<file path="src/rtl/led_anim_pkg.sv">
// Shared encodings for the LED animation engine and the board controller that drives it.
// Mode values are the 3-bit codes presented on the engine's mode input.
package led_anim_pkg;

  typedef enum logic [2:0] {
    MODE_OFF      = 3'd0,
    MODE_ON       = 3'd1,
    MODE_SHL      = 3'd2,
    MODE_SHR      = 3'd3,
    MODE_PINGPONG = 3'd4,
    MODE_COUNT    = 3'd5,
    MODE_BAR      = 3'd6,
    MODE_BLINK    = 3'd7
  } anim_mode_e;

  typedef enum logic {
    DIR_LEFT  = 1'b0,
    DIR_RIGHT = 1'b1
  } pp_dir_e;

  // Observable pattern-FSM state: latched mode and the ping-pong sweep direction.
  typedef struct packed {
    anim_mode_e mode_q;
    pp_dir_e    dir;
  } anim_dbg_t;

endpackage

</file>
<file path="src/rtl/led_tick_gen.sv">
// Animation step timer: produces a single-cycle tick once every TICK_DIV enabled cycles.
// While en is low the count is held exactly, so no tick is gained or lost.
module led_tick_gen #(
  parameter int TICK_DIV = 50000
) (
  input  logic clk,
  input  logic rst,
  input  logic en,
  output logic tick
);

  localparam int W = (TICK_DIV > 1) ? $clog2(TICK_DIV) : 1;
  localparam logic [W-1:0] LAST = W'(TICK_DIV - 1);

  logic [W-1:0] tcnt;

  assign tick = en && (tcnt == LAST);

  always_ff @(posedge clk or negedge rst) begin
    if (!rst) begin
      tcnt <= '0;
    end else if (en) begin
      tcnt <= tick ? '0 : tcnt + W'(1);
    end
  end

endmodule

</file>
<file path="src/rtl/led_anim_engine.sv">
// LED animation engine: eight pattern modes stepped by led_tick_gen, dimmed by a global PWM.
// A mode request is latched only on a tick; that tick loads the mode's initial pattern.
module led_anim_engine
  import led_anim_pkg::*;
#(
  parameter int N_LEDS   = 8,
  parameter int TICK_DIV = 50000,
  parameter int PWM_BITS = 4
) (
  input  logic                clk,
  input  logic                rst,
  input  logic                en,
  input  logic [2:0]          mode,
  input  logic [PWM_BITS-1:0] brightness,
  output logic [N_LEDS-1:0]   led_out,
  output logic                step,
  output anim_dbg_t           dbg
);

  logic                tick;
  logic [N_LEDS-1:0]   pat_q, pat_d;
  anim_mode_e          mode_q, mode_d;
  pp_dir_e             dir_q, dir_d;
  logic [PWM_BITS-1:0] pcnt;
  logic                lit;
  anim_mode_e          mode_req;

  assign mode_req = anim_mode_e'(mode);

  led_tick_gen #(
    .TICK_DIV(TICK_DIV)
  ) u_tick (
    .clk (clk),
    .rst (rst),
    .en  (en),
    .tick(tick)
  );

  function automatic logic [N_LEDS-1:0] init_pat(input anim_mode_e m);
    logic [N_LEDS-1:0] p;
    p = '0;
    case (m)
      MODE_ON, MODE_BLINK:     p = '1;
      MODE_SHL, MODE_PINGPONG: p = N_LEDS'(1);
      MODE_SHR:                p = {1'b1, {(N_LEDS-1){1'b0}}};
      default:                 p = '0;
    endcase
    return p;
  endfunction

  always_ff @(posedge clk or negedge rst) begin
    if (!rst) begin
      pat_q  <= '0;
      mode_q <= MODE_OFF;
      dir_q  <= DIR_LEFT;
    end else begin
      pat_q  <= pat_d;
      mode_q <= mode_d;
      dir_q  <= dir_d;
    end
  end

  always_comb begin
    pat_d  = pat_q;
    mode_d = mode_q;
    dir_d  = dir_q;
    if (tick) begin
      if (mode_req != mode_q) begin
        mode_d = mode_req;
        pat_d  = init_pat(mode_req);
        dir_d  = DIR_LEFT;
      end else begin
        case (mode_q)
          MODE_SHL:   pat_d = {pat_q[N_LEDS-2:0], pat_q[N_LEDS-1]};
          MODE_SHR:   pat_d = {pat_q[0], pat_q[N_LEDS-1:1]};
          // Reverse on reaching an end so the end LED is shown for only one step.
          MODE_PINGPONG: begin
            if (dir_q == DIR_LEFT) begin
              if (pat_q[N_LEDS-1]) begin
                pat_d = pat_q >> 1;
                dir_d = DIR_RIGHT;
              end else begin
                pat_d = pat_q << 1;
              end
            end else begin
              if (pat_q[0]) begin
                pat_d = pat_q << 1;
                dir_d = DIR_LEFT;
              end else begin
                pat_d = pat_q >> 1;
              end
            end
          end
          MODE_COUNT: pat_d = pat_q + N_LEDS'(1);
          MODE_BAR:   pat_d = (&pat_q) ? '0 : {pat_q[N_LEDS-2:0], 1'b1};
          MODE_BLINK: pat_d = ~pat_q;
          default:    pat_d = pat_q;
        endcase
      end
    end
  end

  // All-ones brightness must be fully on, which pcnt < brightness alone cannot reach.
  assign lit = (&brightness) || (pcnt < brightness);

  always_ff @(posedge clk or negedge rst) begin
    if (!rst) begin
      pcnt    <= '0;
      step    <= 1'b0;
      led_out <= '0;
    end else begin
      pcnt    <= pcnt + PWM_BITS'(1);
      step    <= tick;
      led_out <= lit ? pat_q : '0;
    end
  end

  assign dbg.mode_q = mode_q;
  assign dbg.dir    = dir_q;

endmodule
</file>
<file path="config.mk">
export PLATFORM = sky130hd
export DESIGN_NAME = led_anim_engine
export DESIGN_NICKNAME = d
export VERILOG_FILES = /design/src/rtl/led_anim_pkg.sv /design/src/rtl/led_tick_gen.sv /design/src/rtl/led_anim_engine.sv
export SDC_FILE = /design/constraint.sdc
export NUM_CORES = 1
export LEC_CHECK = 0
export ABC_AREA = 1
export CORE_MARGIN = 2
export CORE_UTILIZATION = 53
export DETAILED_ROUTE_END_ITERATION = 16
export PLACE_DENSITY = 0.77
export RECOVER_POWER = 100
export REMOVE_ABC_BUFFERS = 1
export SLEW_MARGIN = 15
export SYNTH_ARGS = -nofsm -noshare
export SYNTH_HDL_FRONTEND = slang
export SYNTH_HIERARCHICAL = 1
export SYNTH_SLANG_ARGS = --single-unit
</file>
<file path="constraint.sdc">
create_clock -name clk -period 1.7 [get_ports clk]
set_clock_uncertainty 0.2 [all_clocks]
set_input_delay 0.425 -clock clk [delete_from_list [all_inputs] [get_ports clk]]
set_output_delay 0.425 -clock clk [all_outputs]
set_load 0.02 [all_outputs]
</file>
==> metrics.txt <==
outcome complete, but fails checks; failing checks setup timing; drt via density 5.22; vias in the first global route 2552; DP Wirelength 5120 µm; core area roughly 0.0052 mm²; Cell Area, Synth 0.00287 mm²; GRT overflow 0; Final period util 102%; crit end category flop; GP Congestion 0.946; Final Non-Filler Cells 544; critical path class flop to flop; Std-Cell Rows 26; area delta synth->final 25.3%; CTS tree built; Syn Inst Count 416; post-DR wirelength/cell 12.5 µm; fmax 577 MHz; drc violations 0; layout cells sized above 1 between 20 and 25%; R2R Setup Slk -0.03 ns; Async SR Flop Fraction 100%; DR vias 2837; global-route wire length before repair around 11000 µm; gr usage total 23.1%; final hold vios 0; largest net degree at the start of global routing 42; DRT antenna net count 0; TritonCTS buffer count 5; actual slew at the worst max-slew pin 0.546 ns; crit-path max FO 6; TritonRoute pass-1 iters 6; RSZ-0062 raised after global routing true; Die Height roughly 78 µm; VDD IR max 0.506 mV; layout net count 491; placed cells about 530; prevailing post-synth register cell dfrtp_1; synth unique cells 33; IO buf count 22; Pwr per Cell Area between 600 and 700 mW/mm²; initial core utilization between 50% and 60%; Post-synth EDFFs 0; Max Buffers Root-to-Sink 2; Final setup violation count 2; wirelength, routed a little under 7000 µm; worst slack, placed -0.496 ns; CP arrival 1.74 ns; yosys warns 6; Antenna Cells 0; worst skew pair latency 0.28 ns; Die X 77.6 µm; initial antenna violation count 0; Seq/Total Area, Yosys 35.7%; worst path required time 1.71 ns; Syn Area/Cell 6.91 µm²; CTS root buffer clkbuf_8; Leak 0.00189 µW; number of synthesized register bits 41; minimum clock period roughly 1.7 ns; 1st-iter DRT viols 288; MaxCap Viol Count 0; H-tree Lvls 2; Rel. slew slack between 60% and 70%; CP startpoint kind flop; worst setup margin -0.0328 ns; max-slew violation count 0; Clock Sinks slightly above 40; worst min path class flop to flop; Die ar. 0.00602 mm²; Boundary Pins 23; Clk pin slew, worst setup/hold paths 0.08 ns; setup_tns -0.0401 ns
[sequential cells by signal (all words and copies together) (netlist names)]
register	flops
pat_q	8
mode_q	3
step	1
u_tick/tcnt	16
dir_q	1
pcnt	4
led_out	8
[cells in the final DEF (no fill, tap or decap), drive strengths merged, types with 3 or more instances in the layout]
master and n:
nand2 134, nor2 63, inv 48, dfrtp 41, buf 41, nand3 37
a21oi 23, o21ai 23, dlygate4sd2 18, xor2 7, clkbuf 7, ha 7
nor3 5, xnor2 3
[where the power goes]
| part | switching (µW) | internal [µW] |
|---|---|---|
| sequential | 75.8 | 1060 |
| clock | 318 | 321 |
| combinational | 342 | 247 |
| total | 735 | 1630 |
[critical path: stages, from the launching register on]
cell	delay, ns
dfrtp_1	0.39
buf_6	0.13
clkinvlp_4	0.13
ha_1	0.32
o22ai_1	0.14
a21oi_1	0.07
nand2_1	0.08
nand2_1	0.06
a21oi_1	0.14
[cell families after synthesis]
family          count (synthesis)  share of synthesized area (%)
simple gates                  243                           37.3
buf+inv                        63                           10.4
compound gates                 52                           9.97
flops                          41                           35.7
xor+xnor                       10                           3.57
fa+ha+maj                       7                           3.05
[cells in the mapped netlist (2+ instances only)]
| cell | instances | area [µm²] |
|---|---|---|
| nand3_1 | 34 | 170 |
| nand3_2 | 3 | 30.0 |
| inv_1 | 42 | 158 |
| nand4_1 | 2 | 12.5 |
| nand2_1 | 126 | 473 |
| o21a_1 | 2 | 15.0 |
| xor2_1 | 7 | 61.3 |
| o22ai_1 | 2 | 12.5 |
| nor2_1 | 56 | 210 |
| ha_1 | 7 | 87.6 |
| nand2_2 | 7 | 43.8 |
| buf_6 | 4 | 45.0 |
| inv_2 | 7 | 26.3 |
| a21oi_1 | 21 | 105 |
| nor2_2 | 3 | 18.8 |
| buf_4 | 8 | 60.1 |
| o21ai_1 | 6 | 30.0 |
| nor2_4 | 4 | 45.0 |
| dfrtp_1 | 41 | 1030 |
| o21ai_0 | 17 | 85.1 |
| nor3_1 | 4 | 20.0 |
| xnor2_2 | 2 | 32.5 |
[layer usage]
layer	track usage, %	share of wire (%)	wire (µm)
met1	33.1	45	3100
met2	36.9	48	3270
met3	3.95	5.4	371
met4	4.82	1.2	85
met5	0	0	0
[through the flow]
| step | total power, µW | area, µm² | utilization, % | hold WS (ns) |
|---|---|---|---|---|
| CTS | 2340 | 3480 | 67.3 | 0.313 |
| detailed placement | 1700 | 3370 | 65.1 | 0.214 |
| global route | 2490 | 3600 | 69.6 | 0.333 |
| floorplan | 1470 | 2760 | - | -0.0706 |
| global placement | 1670 | 3370 | 65.1 | 0.211 |
| finish | 2360 | 3600 | 69.6 | 0.305 |
[layout make-up]
| class | instances | area [µm²] |
|---|---|---|
| Clock buffer | 6 | 82.6 |
| Inverter | 50 | 195 |
| Multi-Input combinational cell | 312 | 1660 |
| Fill cell | 454 | 1570 |
| Sequential cell | 41 | 1030 |
| Timing Repair Buffer | 64 | 539 |
| Tap cell | 70 | 87.6 |
| Clock inverter | 1 | 7.51 |
[worst paths after layout]
check / depth (start not counted) / end / from
setup / recovery: 8 / pat_q[1] / pat_q[0]
hold / removal: 1 / pcnt[0] / pcnt[0]
setup reg to reg: 8 / pat_q[1] / pat_q[0]
hold reg to reg: 1 / pcnt[0] / pcnt[0]
max in group asynchronous: 3 / pat_q[4] / rst
min in group asynchronous: 3 / led_out[0] / rst
[what timing repair did]
| item | CTS | global route |
|---|---|---|
| hold endpoints to repair | 41 | 0 |
| cloned | 0 | 0 |
| setup buffers | 0 | 4 |
| setup endpoints to repair | 36 | 11 |
| hold buffers | 1 | 0 |
| resized for setup | 28 | 30 |
| pin swaps | 8 | 5 |
Note: power is estimated with default switching activity, not from simulation.
